--- config.mk ---
export PLATFORM = sky130hd
export DESIGN_NAME = scan_decoder_flat
export DESIGN_NICKNAME = d
export VERILOG_FILES = /design/src/rtl/scan_decoder_pkg.sv /design/src/rtl/scan_decoder_if.sv /design/src/rtl/scan_decoder_onehot_dec.sv /design/src/rtl/scan_decoder.sv /design/src/flat_wrapper.sv
export SDC_FILE = /design/constraint.sdc
export NUM_CORES = 1
export LEC_CHECK = 0
export BUFFER_PORTS_ARGS = -buffer_cell sky130_fd_sc_hd__buf_2
export CORE_MARGIN = 5
export CORE_UTILIZATION = 55
export CTS_CLUSTER_SIZE = 30
export DETAILED_ROUTE_END_ITERATION = 6
export HOLD_SLACK_MARGIN = 0.15
export PLACE_DENSITY = 0.85
export SYNTH_ARGS = -nofsm -noshare
export SYNTH_HDL_FRONTEND = slang
export SYNTH_HIERARCHICAL = 1
export SYNTH_SLANG_ARGS = --single-unit
--- constraint.sdc ---
create_clock -name clk -period 6.7 [get_ports clk]
set_clock_uncertainty 0.2 [all_clocks]
set_input_delay 1.005 -clock clk [delete_from_list [all_inputs] [get_ports clk]]
set_output_delay 1.005 -clock clk [all_outputs]
set_load 0.02 [all_outputs]
--- src/rtl/scan_decoder_pkg.sv ---
// Shared definitions for the scan decoder: mode encodings and the per-cycle
// register action selected by the next-state logic.
package scan_decoder_pkg;

   localparam logic MODE_DIRECT = 1'b0;
   localparam logic MODE_SCAN   = 1'b1;

   typedef enum logic [1:0] {
      ACT_HOLD,
      ACT_LOAD,
      ACT_ADVANCE,
      ACT_COUNT
   } act_e;

endpackage : scan_decoder_pkg

--- src/rtl/scan_decoder_if.sv ---
// Control/status bundle between lab control logic (master) and the scan
// decoder (slave).
interface scan_decoder_if #(
   parameter int SEL_W = 4,
   parameter int DIV_W = 16
);
   logic                  en;
   logic                  mode;
   logic [SEL_W-1:0]      sel_in;
   logic                  load;
   logic [DIV_W-1:0]      tick_div;
   logic [2**SEL_W-1:0]   dout;
   logic [SEL_W-1:0]      sel_out;
   logic                  wrap;

   modport master (
      output en, mode, sel_in, load, tick_div,
      input  dout, sel_out, wrap
   );

   modport slave (
      input  en, mode, sel_in, load, tick_div,
      output dout, sel_out, wrap
   );
endinterface : scan_decoder_if

--- src/rtl/scan_decoder_onehot_dec.sv ---
// Combinational SEL_W -> 2**SEL_W one-hot decoder; all zeros when en_i is low.
module onehot_dec #(
   parameter int SEL_W = 4
) (
   input  logic [SEL_W-1:0]    sel_i,
   input  logic                en_i,
   output logic [2**SEL_W-1:0] onehot_o
);
   genvar gi;
   generate
      for (gi = 0; gi < 2**SEL_W; gi++) begin : g_bit
         assign onehot_o[gi] = en_i && (sel_i == SEL_W'(gi));
      end
   endgenerate
endmodule : onehot_dec

--- src/rtl/scan_decoder.sv ---
// Registered one-hot/one-cold decoder with direct and self-advancing scan
// modes; holds the select register, prescaler, wrap flop and output register.
module scan_decoder
   import scan_decoder_pkg::*;
#(
   parameter int SEL_W      = 4,
   parameter int DIV_W      = 16,
   parameter int ACTIVE_LOW = 0
) (
   input  logic           clk,
   input  logic           rst,
   scan_decoder_if.slave  bus
);
   localparam int               OUT_W     = 2**SEL_W;
   localparam logic [SEL_W-1:0] SEL_MAX   = {SEL_W{1'b1}};
   localparam logic [OUT_W-1:0] DOUT_IDLE = {OUT_W{ACTIVE_LOW != 0}};

   act_e             act;
   logic [SEL_W-1:0] sel_q, sel_d;
   logic [DIV_W-1:0] presc_q, presc_d;
   logic             wrap_q, wrap_d;
   logic [OUT_W-1:0] dout_q, dout_d;
   logic [OUT_W-1:0] onehot;

   // >= rather than == so a tick_div lowered under the running count still terminates.
   always_comb begin
      act = ACT_HOLD;
      if (!bus.en)                         act = ACT_HOLD;
      else if (bus.mode == MODE_DIRECT)    act = ACT_LOAD;
      else if (bus.load)                   act = ACT_LOAD;
      else if (presc_q >= bus.tick_div)    act = ACT_ADVANCE;
      else                                 act = ACT_COUNT;
   end

   always_comb begin
      sel_d   = sel_q;
      presc_d = presc_q;
      wrap_d  = 1'b0;
      case (act)
         ACT_LOAD: begin
            sel_d   = bus.sel_in;
            presc_d = '0;
         end
         ACT_ADVANCE: begin
            sel_d   = sel_q + SEL_W'(1);
            presc_d = '0;
            wrap_d  = (sel_q == SEL_MAX);
         end
         ACT_COUNT: presc_d = presc_q + DIV_W'(1);
         default: ;
      endcase
   end

   // Decoding the next select keeps dout aligned with sel_out on the same edge.
   onehot_dec #(.SEL_W(SEL_W)) u_dec (
      .sel_i    (sel_d),
      .en_i     (bus.en),
      .onehot_o (onehot)
   );

   assign dout_d = (ACTIVE_LOW != 0) ? ~onehot : onehot;

   always_ff @(posedge clk or posedge rst) begin
      if (rst) begin
         sel_q   <= '0;
         presc_q <= '0;
         wrap_q  <= 1'b0;
         dout_q  <= DOUT_IDLE;
      end else begin
         sel_q   <= sel_d;
         presc_q <= presc_d;
         wrap_q  <= wrap_d;
         dout_q  <= dout_d;
      end
   end

   assign bus.dout    = dout_q;
   assign bus.sel_out = sel_q;
   assign bus.wrap    = wrap_q;
endmodule : scan_decoder

--- src/flat_wrapper.sv ---
// flat-port wrapper written by rule: the top's interface ports become plain ports
module scan_decoder_flat import scan_decoder_pkg::*;
#(
   parameter int SEL_W      = 4,
   parameter int DIV_W      = 16,
   parameter int ACTIVE_LOW = 0
)
  (clk, rst, bus_en, bus_mode, bus_sel_in, bus_load, bus_tick_div, bus_dout, bus_sel_out, bus_wrap);
  scan_decoder_if #(.SEL_W(SEL_W), .DIV_W(DIV_W)) bus_i ();
  input  logic clk;
  input  logic rst;
  input wire logic [$bits(bus_i.en)-1:0] bus_en;
  input wire logic [$bits(bus_i.mode)-1:0] bus_mode;
  input wire logic [$bits(bus_i.sel_in)-1:0] bus_sel_in;
  input wire logic [$bits(bus_i.load)-1:0] bus_load;
  input wire logic [$bits(bus_i.tick_div)-1:0] bus_tick_div;
  output wire logic [$bits(bus_i.dout)-1:0] bus_dout;
  output wire logic [$bits(bus_i.sel_out)-1:0] bus_sel_out;
  output wire logic [$bits(bus_i.wrap)-1:0] bus_wrap;
  assign bus_i.en = bus_en;
  assign bus_i.mode = bus_mode;
  assign bus_i.sel_in = bus_sel_in;
  assign bus_i.load = bus_load;
  assign bus_i.tick_div = bus_tick_div;
  assign bus_dout = bus_i.dout;
  assign bus_sel_out = bus_i.sel_out;
  assign bus_wrap = bus_i.wrap;
  scan_decoder #(.SEL_W(SEL_W), .DIV_W(DIV_W), .ACTIVE_LOW(ACTIVE_LOW)) u_core (.clk(clk), .rst(rst), .bus(bus_i));
endmodule
==> flow_metrics.py <==
metrics = {
    "layout": {
        "final_common_cell": "buf_2",
        "synthToLayoutAreaGrowth_pct": 18.1,
        "diodes": 0,
        "nNetsFinal": 325,
        "layout-drive-gt1-share": 0.215,
        "fin_cells": 327,
        "most-common-layout-cells": "buf_2, dfrtp_1, nand2_1",
        "final_area_mm2": 0.00252,
    },
    "sta": {
        "setup_viol": 0,
        "max_freq_mhz": 231,
        "hold_viol_final": 0,
        "rsz0062_at_grt": "no",
        "fin_hold_ws_ps": 320,
        "slew_headroom": 0.545,
        "report.final.slew_viol_count": 0,
        "setup_tns_ps": 0,
        "tightest_slew_ps": 683,
        "period_share": 0.646,
        "min_period_ps": 4330,
    },
    "worst_setup_path": {
        "start_kind": "primary input",
        "slowest_delay_ps": 460,
        "rr_startpoint": "u_core/presc_q[13]$_DFFE_PP0P_",
        "crit_type": "in2reg",
        "rrSetupSlack_ps": 2750,
        "path_cells": "buf_2 > inv_1 > ha_1 > nand4_1 > nor3_1 > o311ai_0 > a32o_1 > ha_1 > nor3b_1 > a21oi_1 > o21ai_0 > nand3b_1 > nor3_1",
        "slowest_stage": "o21ai_0",
        "cp_max_fo": 9,
        "r2r_end": "u_core/bus.dout[8]$_DFF_PP0_",
        "cp_top_family": "simple AND/OR/NAND/NOR gates",
        "crit_arrival_ps": 4330,
        "crit_path_end_kind": "flop",
        "worstPathRequired_ps": 6700,
        "cp_num_buf_inv": 2,
        "reg2reg_depth": 11,
    },
    "placement": {
        "io_buffers": 45,
        "dp_hpwl_mm": 3.43,
        "routabilityCongestion": 0.877,
        "dp.cells": 319,
        "detailed_place.area_mm2": 0.00240,
    },
    "min_path": {
        "hold_class": "reg2reg",
        "hold_path_end": "u_core/presc_q[12]$_DFFE_PP0P_",
        "hold_depth": 1,
        "min_from": "u_core/presc_q[12]$_DFFE_PP0P_",
    },
    "clock_network": {
        "htreeDepth": 2,
        "cts_tree": "built",
        "clock_sinks": 37,
        "cts_buffers": 5,
        "worstSkewPairLatency_ps": 290,
        "root_buffer": "clkbuf_8",
        "postCtsHoldBufs": 0,
        "clockBufferDepth": 2,
        "clkTransAtPathRegs_ps": 80,
        "postCtsSetupRepairBufs": 0,
        "postCtsResizedCells": 0,
    },
    "synth": {
        "synthCells": 231,
        "synth_edf_count": 0,
        "synth_cell_type_count": 40,
        "avgSynthCellArea_um2": 9.25,
        "synth_ff_type": "dfrtp_1",
        "ys_ff_latch": 37,
        "syn_nets": 278,
        "synthArstFlopShare": 1.00,
        "synth_area_mm2": 0.00214,
        "ys.warnings.count": 6,
        "seq_area_frac_synth": 0.433,
    },
    "global_routing": {
        "grt_pass1_vias": 1795,
        "overflow": 0,
        "antenna_found_initial": 0,
        "grt_max_degree": 38,
        "grt_pass1_wl_mm": 8.06,
        "grt_use_total": 0.197,
    },
    "drt": {
        "drt_iter0_drc": 153,
        "route.detailed.drc": 0,
        "drtPass1Iterations": 4,
        "routedWlPerCell_um": 14.4,
        "via_count": 1898,
        "avgViaCountPerCell": 5.80,
        "wl_mm": 4.71,
        "ant_nets": 0,
    },
    "pwr": {
        "total_power_uw": 519,
        "power.density_mw_per_mm2": 206,
        "power.leakage_uw": 0.00130,
        "vdd_drop_max_v": 0.000124,
    },
    "floorplan": {
        "die-width_um": 72.3,
        "coreArea_mm2": 0.00372,
        "pin_count": 46,
        "die_h_um": 72.3,
        "die-area_mm2": 0.00523,
        "rows": 22,
        "initial_core_util": 0.575,
    },
    "outcome": {
        "outcome": "finished clean",
    },
    "flow_run": {
        "maxCapViolCount": 0,
    },
}
==> registers in the layout, indices dropped and copies added (netlist names) <==
| name | cells |
|---|---|
| u_core/presc_q | 16 |
| u_core/bus.wrap | 1 |
| u_core/bus.sel_out | 4 |
| u_core/bus.dout | 16 |
==> worst register-to-register path: cells and delay by family (launching register included) <==
kind / cells / cell delay (ps)
AOI/OAI and AO/OA: 4 / 1170
adders and majority gates: 2 / 750
DFF: 1 / 430
and+or+nand+nor: 5 / 1310
==> routing by layer <==
layer	track usage	up-vias	wire length (µm)
met5	0	-	0
met4	0.0647	0	61
met3	0.0526	8	334
met2	0.314	72	2250
met1	0.259	903	2070
li1	-	915	-
==> cells by family (layout without fill, tap and decap cells) <==
| kind of cell | after synthesis | count (layout) | share of synthesized area |
|---|---|---|---|
| AND/OR/NAND/NOR | 88 | 88 | 0.214 |
| AO/OA/AOI/OAI | 52 | 52 | 0.155 |
| multiplexers | 3 | 3 | 0.0141 |
| adder cells (fa/ha/maj) | 22 | 22 | 0.129 |
| flip-flops | 37 | 37 | 0.433 |
| XOR/XNOR | 1 | 1 | 0.00410 |
| buffers and inverters | 28 | 76 | 0.0509 |
==> synthesized netlist by cell type, types with 3 or more instances <==
library cell   n  area share
or4_1          3       0.011
ha_1          22        0.13
clkbuf_1       5      0.0088
o21ai_0       18       0.042
nor3_1         4      0.0094
o31ai_1        6       0.021
mux2i_1        3       0.014
nand3_1        8       0.019
nand2_1       24       0.042
nor2_1        23       0.040
nand4_1        6       0.018
inv_1         22       0.039
dfrtp_1       37        0.43
nand2b_1       6       0.018
a21oi_1       10       0.023
a31oi_1        3      0.0088
==> how the worst max path moves through the flow <==
stage | from | end | slack (ps) | depth (start not counted)
after floorplan | bus_tick_div[1] | u_core/bus.dout[0]$_DFF_PP0_ | 2850 | 13
after global placement | bus_tick_div[15] | u_core/bus.dout[12]$_DFF_PP0_ | 2340 | 13
after detailed placement | bus_tick_div[15] | u_core/bus.dout[8]$_DFF_PP0_ | 2300 | 13
after CTS | bus_tick_div[15] | u_core/bus.dout[8]$_DFF_PP0_ | 2540 | 13
after global routing | bus_tick_div[15] | u_core/bus.dout[8]$_DFF_PP0_ | 2180 | 13
final | bus_tick_div[15] | u_core/bus.dout[8]$_DFF_PP0_ | 2370 | 13
==> through the flow <==
| step | setup WS, ps | utilization |
|---|---|---|
| finish | 2370 | 0.679 |
| global route | 2180 | 0.679 |
| CTS | 2540 | 0.679 |
| detailed placement | 2300 | 0.647 |
| global placement | 2340 | 0.647 |
| floorplan | 2850 | - |
==> power breakdown <==
part	internal (µW)	total, µW	switching [µW]
registers	232	238	6.10
clock network	121	201	80.2
logic	28.5	80.0	51.5
total	381	519	138
==> cell type report <==
type	count	area, µm²
fillers	298	1190
clock inverters	2	37.5
well taps	48	60.1
multi-input cells	166	1100
flip-flops and latches	37	926
inverters	22	82.6
repair buffers	46	233
clock buffers	6	82.6
(Power assumes the default switching activity.)
